===== config.mk =====
export PLATFORM = sky130hd
export DESIGN_NAME = alu_issue_ctrl
export DESIGN_NICKNAME = d
export VERILOG_FILES = /design/src/rtl/alu_pkg.sv /design/src/rtl/alu_regfile.sv /design/src/rtl/alu_issue_ctrl.sv
export SDC_FILE = /design/constraint.sdc
export NUM_CORES = 1
export LEC_CHECK = 0
export CORE_UTILIZATION = 45
export CTS_CLUSTER_DIAMETER = 50
export DETAILED_ROUTE_END_ITERATION = 10
export PLACE_DENSITY = 0.88
export RECOVER_POWER = 100
export SLEW_MARGIN = 0
export SYNTH_ARGS = -nofsm -noshare
export SYNTH_HDL_FRONTEND = slang
export SYNTH_HIERARCHICAL = 1
export SYNTH_SLANG_ARGS = --single-unit

===== constraint.sdc =====
create_clock -name clk -period 1.7 [get_ports clk]
set_clock_uncertainty 0.05 [all_clocks]
set_input_delay 0.34 -clock clk [delete_from_list [all_inputs] [get_ports clk]]
set_output_delay 0.34 -clock clk [all_outputs]
set_load 0.02 [all_outputs]

===== src/rtl/alu_pkg.sv =====
// Shared types for the ALU issue controller: operation encoding, FSM states
// and the default datapath width of the external ALU.
package alu_pkg;

    localparam int ALU_WIDTH = 8;

    typedef enum logic [1:0] {
        ALU_ADD = 2'b00,
        ALU_SUB = 2'b01,
        ALU_AND = 2'b10,
        ALU_OR  = 2'b11
    } alu_op_t;

    typedef enum logic [1:0] {
        IDLE = 2'b00,
        EXEC = 2'b01,
        RESP = 2'b10
    } state_t;

endpackage


===== src/rtl/alu_regfile.sv =====
// Small register file: two combinational read ports, two synchronous write
// ports (ALU writeback and direct load); writeback wins an address collision.
module alu_regfile
    import alu_pkg::*;
#(
    parameter int WIDTH = ALU_WIDTH,
    parameter int NREGS = 4,
    localparam int IDXW = $clog2(NREGS)
) (
    input  logic             clk,
    input  logic             reset,
    input  logic [IDXW-1:0]  rs1_addr_i,
    input  logic [IDXW-1:0]  rs2_addr_i,
    output logic [WIDTH-1:0] rs1_data_o,
    output logic [WIDTH-1:0] rs2_data_o,
    input  logic             wb_en_i,
    input  logic [IDXW-1:0]  wb_addr_i,
    input  logic [WIDTH-1:0] wb_data_i,
    input  logic             ld_en_i,
    input  logic [IDXW-1:0]  ld_addr_i,
    input  logic [WIDTH-1:0] ld_data_i
);

    logic [WIDTH-1:0] mem_q [NREGS];

    assign rs1_data_o = mem_q[rs1_addr_i];
    assign rs2_data_o = mem_q[rs2_addr_i];

    // Storage update; the writeback assignment comes last so it overrides a load to the same entry
    always_ff @(posedge clk) begin
        if (reset) begin
            mem_q <= '{default: {WIDTH{1'b0}}};
        end else begin
            if (ld_en_i) begin
                mem_q[ld_addr_i] <= ld_data_i;
            end
            if (wb_en_i) begin
                mem_q[wb_addr_i] <= wb_data_i;
            end
        end
    end

endmodule


===== src/rtl/alu_issue_ctrl.sv =====
// Issue controller for the external combinational ALU: accepts a command,
// presents registered operands for one cycle, writes back and returns the result.
module alu_issue_ctrl
    import alu_pkg::*;
#(
    parameter int WIDTH = ALU_WIDTH,
    parameter int NREGS = 4,
    localparam int IDXW = $clog2(NREGS)
) (
    input  logic             clk,
    input  logic             reset,
    input  logic             cmd_valid,
    output logic             cmd_ready,
    input  logic [1:0]       cmd_op,
    input  logic [IDXW-1:0]  cmd_rd,
    input  logic [IDXW-1:0]  cmd_rs1,
    input  logic [IDXW-1:0]  cmd_rs2,
    input  logic             cmd_imm_en,
    input  logic [WIDTH-1:0] cmd_imm,
    input  logic             ld_en,
    input  logic [IDXW-1:0]  ld_addr,
    input  logic [WIDTH-1:0] ld_data,
    output logic [WIDTH-1:0] alu_a,
    output logic [WIDTH-1:0] alu_b,
    output logic [1:0]       alu_control,
    input  logic [WIDTH-1:0] alu_result,
    output logic             rsp_valid,
    input  logic             rsp_ready,
    output logic [WIDTH-1:0] rsp_result,
    output logic             rsp_zero,
    output logic             rsp_neg
);

    function automatic logic calc_zero(input logic [WIDTH-1:0] value);
        return (value == {WIDTH{1'b0}});
    endfunction

    function automatic logic calc_neg(input logic [WIDTH-1:0] value);
        return value[WIDTH-1];
    endfunction

    state_t           state_q, state_d;
    logic [WIDTH-1:0] alu_a_q, alu_a_d;
    logic [WIDTH-1:0] alu_b_q, alu_b_d;
    alu_op_t          alu_ctrl_q, alu_ctrl_d;
    logic [IDXW-1:0]  rd_q, rd_d;
    logic [WIDTH-1:0] rsp_result_q, rsp_result_d;
    logic             rsp_zero_q, rsp_zero_d;
    logic             rsp_neg_q, rsp_neg_d;

    logic [WIDTH-1:0] rf_rs1_data_s;
    logic [WIDTH-1:0] rf_rs2_data_s;
    logic             wb_en_s;

    assign cmd_ready   = (state_q == IDLE) && !reset;
    assign rsp_valid   = (state_q == RESP);
    assign alu_a       = alu_a_q;
    assign alu_b       = alu_b_q;
    assign alu_control = alu_ctrl_q;
    assign rsp_result  = rsp_result_q;
    assign rsp_zero    = rsp_zero_q;
    assign rsp_neg     = rsp_neg_q;

    // A reset landing in EXEC must suppress the writeback of the dropped op
    assign wb_en_s = (state_q == EXEC) && !reset;

    alu_regfile #(
        .WIDTH (WIDTH),
        .NREGS (NREGS)
    ) u_regfile (
        .clk        (clk),
        .reset      (reset),
        .rs1_addr_i (cmd_rs1),
        .rs2_addr_i (cmd_rs2),
        .rs1_data_o (rf_rs1_data_s),
        .rs2_data_o (rf_rs2_data_s),
        .wb_en_i    (wb_en_s),
        .wb_addr_i  (rd_q),
        .wb_data_i  (alu_result),
        .ld_en_i    (ld_en),
        .ld_addr_i  (ld_addr),
        .ld_data_i  (ld_data)
    );

    // Next-state and register next-value logic for the issue FSM
    always_comb begin
        state_d      = state_q;
        alu_a_d      = alu_a_q;
        alu_b_d      = alu_b_q;
        alu_ctrl_d   = alu_ctrl_q;
        rd_d         = rd_q;
        rsp_result_d = rsp_result_q;
        rsp_zero_d   = rsp_zero_q;
        rsp_neg_d    = rsp_neg_q;

        case (state_q)
            IDLE: begin
                if (cmd_valid && cmd_ready) begin
                    state_d    = EXEC;
                    alu_a_d    = rf_rs1_data_s;
                    alu_b_d    = cmd_imm_en ? cmd_imm : rf_rs2_data_s;
                    alu_ctrl_d = alu_op_t'(cmd_op);
                    rd_d       = cmd_rd;
                end else begin
                    state_d = IDLE;
                end
            end
            EXEC: begin
                state_d      = RESP;
                rsp_result_d = alu_result;
                rsp_zero_d   = calc_zero(alu_result);
                rsp_neg_d    = calc_neg(alu_result);
            end
            RESP: begin
                if (rsp_ready) begin
                    state_d = IDLE;
                end else begin
                    state_d = RESP;
                end
            end
            default: begin
                state_d = IDLE;
            end
        endcase
    end

    // State, operand and response registers
    always_ff @(posedge clk) begin
        if (reset) begin
            state_q      <= IDLE;
            alu_a_q      <= {WIDTH{1'b0}};
            alu_b_q      <= {WIDTH{1'b0}};
            alu_ctrl_q   <= ALU_ADD;
            rd_q         <= {IDXW{1'b0}};
            rsp_result_q <= {WIDTH{1'b0}};
            rsp_zero_q   <= 1'b0;
            rsp_neg_q    <= 1'b0;
        end else begin
            state_q      <= state_d;
            alu_a_q      <= alu_a_d;
            alu_b_q      <= alu_b_d;
            alu_ctrl_q   <= alu_ctrl_d;
            rd_q         <= rd_d;
            rsp_result_q <= rsp_result_d;
            rsp_zero_q   <= rsp_zero_d;
            rsp_neg_q    <= rsp_neg_d;
        end
    end

endmodule


; ---- Word-level counts from Yosys, hierarchy flattened
; Index checks and enable logic that the tools add are counted.
[totals]
reg_bits = 64
word_cells = 52
[op_classes]
n_bitwise = 4
magnitude_cmp = 6
eq_ne = 2
reduce_logical = 9
n_mux = 19
[ops]
columns = operator, n
row1 = $mux 32, 3
row2 = $bwmux 32, 2
row3 = $mux 8, 7
row4 = $bmux 8 s2, 2
row5 = $demux 8 s2, 2
row6 = $ge 3x3->1 const B, 4
row7 = $not 2->3, 4
row8 = $logic_not 8->1, 1
row9 = $lt 3x1->1 const B, 2
row10 = $pmux 2 s3, 1
row11 = $logic_and 1x1->1, 5
row12 = $eq 2x1->1 const B, 1
row13 = $eq 2x2->1 const B, 1
row14 = $logic_not 2->1, 1
row15 = $mux 2, 1
row16 = $reduce_and 2->1, 1
row17 = $logic_not 1->1, 1
row18 = $mux 1, 1

; ---- Logic depth before layout (Yosys ltp)
; Gate-level depths: netlist of run 1.
[depth]
word_depth = 10
ltp_mapped = 7
mapped_depth_nobuf = 5

; ---- Modules after synthesis
; The synthesis of run 1 kept the hierarchy.
[modules_own_cells]
columns = module, cells_each, seq_area_each_um2, area_per_inst_um2, instances
row1 = alu_regfile, 173, 640.6, 1855.5, 1
row2 = alu_issue_ctrl, 141, 620.6, 1188.6, 1

; ---- Least setup slack after synthesis of run 1
; No wires, ideal clock.
[synth_path]
kind = in2reg
startpoint = input port reset
endpoint = register u_regfile/mem_q[11] (netlist name)
path_stages = 7
t_arrival_ns = 1.649
setup_time_ns = 0.086
slack_ns = -0.085
required_time_ns = 1.564
cell_sequence = clkbuf_1 clkbuf_1 nor2_1 nand3b_1 clkbuf_1 nor2_1 a211oi_1
[synth_via]
elab_chain_cells = 3
[synth_lines]
columns = element, line_no
row1 = start: declaration, alu_issue_ctrl.sv:11  ; input logic reset,
row2 = $logic_not 1->1, alu_issue_ctrl.sv:65  ; assign wb_en_s = (state_q == EXEC) && !reset;
row3 = $logic_and 1x1->1, alu_issue_ctrl.sv:65
row4 = net wb_en_s, alu_issue_ctrl.sv:53  ; logic wb_en_s;
row5 = $mux 32, alu_regfile.sv:37  ; if (wb_en_i) begin
row6 = end signal: indexed assignment, alu_regfile.sv:35  ; mem_q[ld_addr_i] <= ld_data_i;
row7 = end signal: indexed assignment, alu_regfile.sv:38  ; mem_q[wb_addr_i] <= wb_data_i;
row8 = end: declaration, alu_regfile.sv:24  ; logic [WIDTH-1:0] mem_q [NREGS];
; The timed path passes the listed nets, and every way through them passes these cells.
; A chain may end at the register's enable or synchronous reset.

; ---- Worst setup path in the final report of run 1
[layout_path]
startpoint = register alu_a_q[6] (netlist: alu_a[6])
endpoint = output port alu_a[6]
[layout_rtl]
columns = element, line_no
row1 = start: declaration, alu_issue_ctrl.sv:43  ; logic [WIDTH-1:0] alu_a_q, alu_a_d;
row2 = start signal: assignment, alu_issue_ctrl.sv:131  ; alu_a_q <= {WIDTH{1'b0}};
row3 = start signal: assignment, alu_issue_ctrl.sv:140  ; alu_a_q <= alu_a_d;
row4 = end: declaration, alu_issue_ctrl.sv:23  ; output logic [WIDTH-1:0] alu_a,
; No word-level cell between the ends.

==> impl_metrics.toml, run 1 <==
[outcome]
status = "finished, violations left"
violations = "design-rule violations"

[routing]
drc = 18
dr_wl_met2_mm = 4.16
wl_per_cell_um = 17.0
highest_layer = "met4"
vias = 2736
drtIter0Drc = 210
wl_met3_um = 453
postRouteAntennaNets = 0
wirelength_mm = 8.20
avgViaCountPerCell = 5.68
wl_met1_mm = 3.45
first_pass_iters = 8

[setup_path]
cp.required_ns = 1.31
max_stage_delay_ns = 0.61
cp_cell_sequence = "clkdlybuf4s50_1"
reg2reg_to = "alu_b[0]"
path_max_fanout = 2
cp_top_family = "buffers and inverters"
crit_path_end_kind = "output pin"
critical_path_class = "reg -> out"
r2r-start = "state_q[1]"
rrSetupSlack_ns = 0.12
cp_data_arrival_time_ns = 1.28
crit_cells = 1
path_buf_inv = 1
setup.worst_path.start = "alu_a[6]"
crit_slowest_cell = "clkdlybuf4s50_1"
r2r_cells = 5
startpoint_type = "flip-flop"

[timing]
fmax_ghz = 0.599
finalCriticalPeriod_ns = 1.67
drv_slew = 0
finalCritPeriodShare_pct = 98.2
setup_ws_ns = 0.0313
worstMarginPinSlew_ns = 0.598
rsz0062_at_grt = "no"
finalSetupViolations = 0
whs_ns = 0.362
max_slew_margin_pct = 60.1
hold_violations = 0

[placed_design]
detailed_place_hpwl_mm = 5.78
io_buffers = 69
dp_slack_ns = -0.264
gp_congestion = 0.837

[pwr]
p_sw_mw = 0.872
clkPwrFrac_pct = 37.4
swShare_pct = 25.2
seq_power_share_pct = 46.0
ir_drop_mv = 0.378
cellPowerDensity_mw_per_mm2 = 842
p_int_mw = 2.59
leakage_nw = 1.66
p_comb_share_pct = 16.6

[synthesis]
synthMuxAreaShare_pct = 23.0
ys_types = 27
seq_area_frac_synth_pct = 41.4
ys_warn_count = 6
synth_compound_area_share_pct = 14.5
syn_area_per_cell_sq_um = 9.69
synth_edf_count = 0
synth_top_area_share_pct = 41.4
ys.flop_type = "dfxtp_1"
synth_commonest_cells = "63 x dfxtp_1, 41 x nand2_1, 41 x nor2_1"
syn_nets = 354
synth-xor-area-share_pct = 0
synth_top_family_by_area = "multiplexers"
netlist_top_cells_area = "dfxtp_1 41%, mux4_2 12%, mux2i_1 11%, a211oi_1 9.1%, nand2_1 5.1%"
synthSimpleGateAreaFrac_pct = 15.9
synth_area_sq_mm = 0.00304
synth-async-reset-ratio_pct = 0
yosysTopAreaCell = "dfxtp_1"
synth_fa_ha_area_share_pct = 0
syn_inst = 314
synth_seq_cells = 63
yosysMostFrequentCell = "dfxtp_1"

[die]
core_sq_mm = 0.00642
die_area_sq_mm = 0.00710
start_util_pct = 47.4
dieWidth_um = 84.3
rows = 29
die-height_um = 84.3
io_pins = 70

[clock_tree]
cts_sinks = 63
ctsHoldBuffers = 0
cts.reportedPaths.clkPinSlew_ns = 0.07
cts_root_buf = "clkbuf_8"
clockBufferDepth = 2
numCtsBuffers = 9
h-tree-depth = 3
cts_tree = "yes"
worstSkewPairLatency_ns = 0.33

[global_route]
grtUsageTotal_pct = 24.1
grt_pass1_vias = 2638
grt_overflow = 0
grt_pass1_wl_mm = 13.2
grt_antenna_before_repair = 0
grt_max_degree = 56

[min_path]
min-delay-start = "reset"
hp-class = "in -> reg"
min_to = "alu_control[1]"
hold_depth = 3

[final_layout]
post-route-util_pct = 64.0
diodes = 0
drive_gt1_share_pct = 17.0
nNetsFinal = 441
areaGrowthSynthToFinish_pct = 34.9

[run]
cap_violations = 0
routing by layer:
metal	global-route usage, %	vias to the layer above
met5	0	-
met4	10.7	0
met3	3.44	10
met2	41.5	91
met1	30.2	1319
li1	-	1316
metrics by stage:
stage / instances / total power, mW / instance area (sq um) / TNS, ns
detailed placement: 467 / 2.21 / 4000 / -6.30
floorplan: 314 / 1.92 / 3050 / 0
finish: 482 / 3.46 / 4110 / 0
global route: 482 / 3.59 / 4110 / 0
CTS: 482 / 3.50 / 4190 / 0
global placement: 467 / 2.20 / 4000 / -5.35
sequential cells by signal, indices dropped and copies added, names as in the netlist:
register,count
rd_q,2
alu_a,8
rsp_zero,1
state_q,2
alu_control,2
u_regfile/mem_q,32
rsp_result,8
alu_b,8
worst max path at each step:
stage	end	slack, ns
final	alu_a[6]	0.03
after global routing	alu_a[1]	0.002
after CTS	alu_b[5]	0.005
after detailed placement	alu_b[5]	-0.26
after global placement	u_regfile/mem_q[26]	-0.24
after floorplan	u_regfile/mem_q[27]	0.004
worst register-to-register path, delay by kind of cell, from the launching register on:
kind,cells,cell delay (ns)
DFF,1,0.35
and+or+nand+nor,2,0.61
buffers and inverters,2,0.29
AOI/OAI and AO/OA,1,0.20
cells by family after synthesis:
logic type,after synthesis
buf+inv,29
flops,63
mux,50
compound gates,65
simple gates,107
repair_timing:
action | CTS | global route
endpoints found under the setup margin | 5 | 13
buffers inserted | 0 | 0
endpoints found under the hold margin | 0 | 0
resized for setup | 5 | 14
cell usage in the layout, fill, tap and decap left out, types with 5 or more instances in the layout:
master           synthesis  layout
clkdlybuf4s50_1          0      52
clkbuf_8                 0      11
a211oi_1                37      37
buf_12                   0       5
clkbuf_1                14      14
nor2_1                  41      40
buf_4                    3      27
nand2_1                 41      41
mux4_2                  16      16
mux2i_1                 34      34
a21oi_1                 22      22
dfxtp_1                 63      63
power groups by stage:
stage                     logic (mW)  registers, mW  clock network (mW)
after CTS                      0.590           1.59                1.31
after detailed placement       0.590           1.62                   0
after floorplan                0.277           1.65                   0
after global placement         0.581           1.62                   0
after global routing           0.614           1.60                1.38
final                          0.574           1.59                1.29
final cells by class:
type	instances	area [sq um]
Fill cell	533	2310
Multi-Input combinational cell	222	1630
Sequential cell	63	1260
Timing Repair Buffer	104	923
Clock buffer	11	151
Tap cell	77	96.3
Clock inverter	4	45.0
Inverter	1	3.75
No activity file was read; power rests on OpenSTA's default activity.
==> run 2, diff against run 1 <==
- clock period: 1.7 -> 1.5 ns (I/O delays scaled with it)
==> run 2 against run 1 <==
Compared with the run above:
- die area is the same
- wire length grew 12%
- first-iteration DRC count grew 32%
- register-to-register slack lost 0.19 ns
- the flow finishes with violations (design-rule violations, negative setup slack)
- combinational power grew 23%
- power grew 22%
- hold slack lost 0.043 ns
- sequential power grew 14%
==> impl_metrics.toml, run 2 (synthesized netlist as in run 1, its figures left out) <==
[global_route]
grt_antenna_before_repair = 0
grt_use_met3_pct = 4.42
grt_pass1_vias = 2921
grt_pass1_wl_mm = 14.3
use_met2_pct = 43.3
grt_util_met1_pct = 31.9
busiest_layer = "met2"
grt_max_degree = 61
grt_overflow = 0
grtUsageTotal_pct = 26.4

[clock_tree]
cts.reportedPaths.clkPinSlew_ns = 0.07
clockBufferDepth = 2
cts_tree = "yes"
ctsHoldBuffers = 0
cts_sinks = 63
numCtsBuffers = 9
h-tree-depth = 3
cts_root_buf = "clkbuf_8"
worstSkewPairLatency_ns = 0.34

[outcome]
violations = "design-rule violations, negative setup slack"
status = "finished, violations left"

[timing]
whs_ns = 0.319
worstMarginPinSlew_ns = 0.654
finalCriticalPeriod_ns = 1.57
rsz0062_at_grt = "yes"
finalCritPeriodShare_pct = 104
drv_slew = 0
max_slew_margin_pct = 56.4
finalSetupViolations = 14
setup_ws_ns = -0.0658
hold_violations = 0
fmax_ghz = 0.639

[pwr]
ir_drop_mv = 0.425
clkPwrFrac_pct = 39.9
cellPowerDensity_mw_per_mm2 = 970
p_comb_share_pct = 16.8
p_int_mw = 3.15
p_total_mw = 4.20
swShare_pct = 25.1
seq_power_share_pct = 43.3
p_sw_mw = 1.06
leakage_nw = 1.88

[final_layout]
largest_register_ffs = 32
fill_cells = 480
layout_common_cells = "61 x dfxtp_1, 40 x nand2_1, 36 x nor2_1"
fin_area_sq_mm = 0.00433
diodes = 0
post-route-util_pct = 67.4
drive_gt1_share_pct = 22.5
regMostFlops = "u_regfile/mem_q"
final_common_cell = "dfxtp_1"
areaGrowthSynthToFinish_pct = 42.3
nNetsFinal = 444

[die]
io_pins = 70
core_sq_mm = 0.00642
die-height_um = 84.3
start_util_pct = 47.4
die_area_sq_mm = 0.00710
dieWidth_um = 84.3
rows = 29

[placed_design]
io_buffers = 69
detailed_place_hpwl_mm = 5.99
dp_slack_ns = -0.409
gp_congestion = 0.880
dpl-instance-area_sq_mm = 0.00399

[setup_path]
startpoint_type = "flip-flop"
cp.required_ns = 1.71
cp_data_arrival_time_ns = 1.77
reg2reg_to = "alu_b[5]"
path_max_fanout = 13
r2r-start = "state_q[1]"
critical_path_class = "reg -> reg"
crit_path_end_kind = "flip-flop"
rrSetupSlack_ns = -0.07
r2r_cells = 5

[min_path]
hold_depth = 3
min-delay-start = "reset"
hp-class = "in -> reg"
min_to = "rd_q[1]"

[routing]
drtIter0Drc = 277
wirelength_mm = 9.18
first_pass_iters = 7
drc = 10
vias = 2876
postRouteAntennaNets = 0
avgViaCountPerCell = 5.92
wl_per_cell_um = 18.9

[run]
cap_violations = 0
[run 2: cell types whose count changed in the layout (fill, tap and decap cells not counted), moves of 3 or more]
cell,delta
dlygate4sd2_1,+26
a211oi_2,+3
nor2_1,-4
clkdlybuf4s50_1,-18
nor2_2,+3
a211oi_1,-3
buf_6,+4
clkbuf_1,-12
[run 2: worst max path at each step]
| stage | start | to | slack (ns) |
|---|---|---|---|
| 3_5_place_dp | cmd_valid | alu_b[7] | -0.41 |
| 4_1_cts | state_q[1] | alu_control[1] | -0.03 |
| 2_1_floorplan | state_q[1] | u_regfile/mem_q[27] | -0.04 |
| 6_report | state_q[1] | alu_b[5] | -0.07 |
| 3_3_place_gp | ld_en | u_regfile/mem_q[26] | -0.37 |
| 5_1_grt | state_q[1] | alu_b[5] | -0.1 |
[run 2: power by group through the flow]
stage | Clock (mW) | Sequential (mW) | Combinational, mW
global placement | 0 | 1.84 | 0.643
floorplan | 0 | 1.87 | 0.328
CTS | 1.67 | 1.82 | 0.681
detailed placement | 0 | 1.85 | 0.662
global route | 1.75 | 1.83 | 0.747
finish | 1.68 | 1.82 | 0.706
[run 2: layer usage]
metal,share of wire [%],vias up
li1,-,1332
met1,39,1372
met2,50,134
met3,6.5,38
met4,4.6,0
met5,0,-
[run 2: cell type report]
cell class,count,area (sq um),area share [%]
Sequential cell,63,1260,29.2
Tap cell,77,96.3,2.22
Timing Repair Buffer,106,1040,24.0
Clock inverter,3,65.1,1.50
Clock buffer,13,159,3.67
Inverter,1,8.76,0.202
Multi-Input combinational cell,223,1700,39.3
[run 2: what timing repair did]
item | CTS | global route
gates cloned | 3 | 0
pin swaps | 9 | 6
endpoints found under the hold margin | 0 | 0
gates resized for setup | 44 | 18
endpoints found under the setup margin | 45 | 30
setup buffers | 1 | 1
[run 2: through the flow]
stage,std cells,TNS (ns)
after floorplan,314,-0.278
after global placement,465,-12.53
after detailed placement,465,-14.27
after CTS,485,-0.185
after global routing,486,-1.42
final,486,-0.446
[run 2: worst max-delay path, cell delays in order (launching register included)]
cell and delay, ns:
dfxtp_2 0.35, or4b_4 0.57, inv_6 0.09, buf_12 0.13
nor2_1 0.07, a211oi_2 0.22
==> run 3, diff against run 2 <==
--- a/config.mk
+++ b/config.mk
@@ -12,3 +12,2 @@
 export RECOVER_POWER = 100
-export SLEW_MARGIN = 0
 export SYNTH_ARGS = -nofsm -noshare
--- a/constraint.sdc
+++ b/constraint.sdc
@@ -4,2 +4,2 @@
 set_output_delay 0.3 -clock clk [all_outputs]
-set_load 0.02 [all_outputs]
+set_load 0.01 [all_outputs]
==> run 3 against run 2 <==
Compared with the run above:
- the flow still finishes with violations (design-rule violations, negative setup slack)
- flip-flop and latch count is the same
- largest cell class unchanged
- sequential power barely moved
- register-to-register slack about the same
- highest routed layer unchanged
- via count down 1.2%
- combinational power is 5.0% lower
- critical path type unchanged
- largest power group unchanged
- wire length down 3.4%
- maximum frequency grew 0.11%
- cell count rose by 0.21%
- sequential share of layout area grew 0.14 points
- global-route usage decreased by 1.3 points
- first-iteration DRC count shrank 22%
==> impl_metrics.toml, run 3 (synthesized netlist as in run 1, its figures left out) <==
[outcome]
status = "finished, violations left"
violations = "design-rule violations, negative setup slack"

[final_layout]
regMostFlops = "u_regfile/mem_q"
layout_common_cells = "61 x dfxtp_1, 41 x nand2_1, 35 x clkdlybuf4s50_1"
areaGrowthSynthToFinish_pct = 42.2
largest_register_ffs = 32
diodes = 0
nNetsFinal = 445
final_cell_count_no_fill = 487
fill_cells = 467
final_common_cell = "dfxtp_1"
drive_gt1_share_pct = 24.6

[timing]
finalCritPeriodShare_pct = 104
worstMarginPinSlew_ns = 0.563
fmax_ghz = 0.639
finalCriticalPeriod_ns = 1.56
whs_ns = 0.217
setup_ws_ns = -0.0641
hold_violations = 0
rsz0062_at_grt = "yes"
max_slew_margin_pct = 62.5
finalSetupViolations = 15
drv_slew = 0

[routing]
wirelength_mm = 8.87
wl_per_cell_um = 18.2
drc = 10
wl_met1_mm = 3.59
first_pass_iters = 7
postRouteAntennaNets = 0
wl_met3_um = 574
highest_layer = "met4"
dr_wl_met2_mm = 4.40
avgViaCountPerCell = 5.83
vias = 2841
drtIter0Drc = 217

[setup_path]
startpoint_type = "flip-flop"
path_max_fanout = 6
cp_data_arrival_time_ns = 1.76
crit_slowest_cell = "or4b_4"
cp.required_ns = 1.70
cp_cell_sequence = "or4b_4, inv_8, clkbuf_16, nor2_1, a211oi_1"
crit_path_end_kind = "flip-flop"
max_stage_delay_ns = 0.58
critical_path_class = "reg -> reg"

[clock_tree]
worstSkewPairLatency_ns = 0.33
cts_sinks = 63
cts.reportedPaths.clkPinSlew_ns = 0.07
cts_root_buf = "clkbuf_8"
h-tree-depth = 3
clockBufferDepth = 2
ctsHoldBuffers = 0
numCtsBuffers = 9
cts_tree = "yes"

[placed_design]
detailed_place_hpwl_mm = 6.10
gp_congestion = 0.852
io_buffers = 69
place_inst = 466

[pwr]
p_total_mw = 4.02
leakage_nw = 1.87
ir_drop_mv = 0.469
cellPowerDensity_mw_per_mm2 = 929

[die]
die-height_um = 84.3
rows = 29
io_pins = 70
core_sq_mm = 0.00642
start_util_pct = 47.4
die_area_sq_mm = 0.00710
dieWidth_um = 84.3

[global_route]
grtUsageTotal_pct = 25.1
grt_pass1_vias = 2802
grt_pass1_wl_mm = 13.9
grt_antenna_before_repair = 0
grt_max_degree = 51
grt_overflow = 0

[run]
cap_violations = 0

[min_path]
hp-class = "in -> reg"
[run 3: cell count changes in the layout (fill, tap and decap cells not counted), moves of 2 or more]
cell,before,now
buf_6,4,1
nor2_1,36,30
a221oi_1,1,3
clkbuf_2,0,2
buf_4,26,30
buf_2,3,1
dfxtp_2,2,0
a21oi_2,1,4
nor2_2,4,9
dfxtp_4,0,2
a21oi_1,21,18
a221oi_2,2,0
[run 3: what timing repair did]
| action | CTS | global route |
|---|---|---|
| gates resized for setup | 41 | 25 |
| buffers inserted | 1 | 1 |
| pin swaps | 3 | 12 |
| gates cloned | 2 | 1 |
| setup endpoints to repair | 44 | 27 |
[run 3: final cells by class]
cell class                      instances  area [sq um]  share of cell area, %
Sequential cell                        63          1270                   29.3
Multi-Input combinational cell        223          1730                   39.9
Inverter                                1          11.3                  0.260
Clock buffer                           13           169                   3.90
Tap cell                               77          96.3                   2.23
Timing Repair Buffer                  107          1020                   23.5
Clock inverter                          3          40.0                  0.925
[run 3: worst paths after layout]
path                                    start             to  slack (ns)  depth (start not counted)
worst max register to register     state_q[0]       alu_b[5]       -0.06                          5
worst max-delay path               state_q[0]       alu_b[5]       -0.06                          5
worst min register to register  rsp_result[2]  rsp_result[2]        0.40                          2
worst min-delay path                    reset        rd_q[0]        0.22                          2
[run 3: per-layer routing]
layer,vias to the layer above,track usage [%]
li1,1332,-
met1,1373,30.2
met2,110,42.5
met3,26,4.52
met4,0,13.8
met5,-,0
[run 3: power by group]
part	switching, mW	total (mW)	leakage [nW]	internal, mW
combinational	0.303	0.671	1.24	0.368
clock	0.634	1.53	0.109	0.899
sequential	0.0669	1.82	0.515	1.75
total	1.00	4.02	1.87	3.02
[run 3: metrics by stage]
step / cell area (sq um) / setup TNS [ns] / setup slack [ns] / utilization, %
after floorplan: 3100 / -0.278 / -0.0431 / -
after global placement: 4000 / -12.44 / -0.365 / 62.2
after detailed placement: 4000 / -14.15 / -0.444 / 62.2
after CTS: 4240 / -0.260 / -0.0412 / 66.0
after global routing: 4330 / -1.33 / -0.102 / 67.4
final: 4330 / -0.351 / -0.0641 / 67.4
[run 3: critical path, delay by kind of cell (launching register included)]
family	cells	cell delay, ns
and+or+nand+nor	2	0.62
DFF	1	0.37
buffers and inverters	2	0.25
AOI/OAI and AO/OA	1	0.18
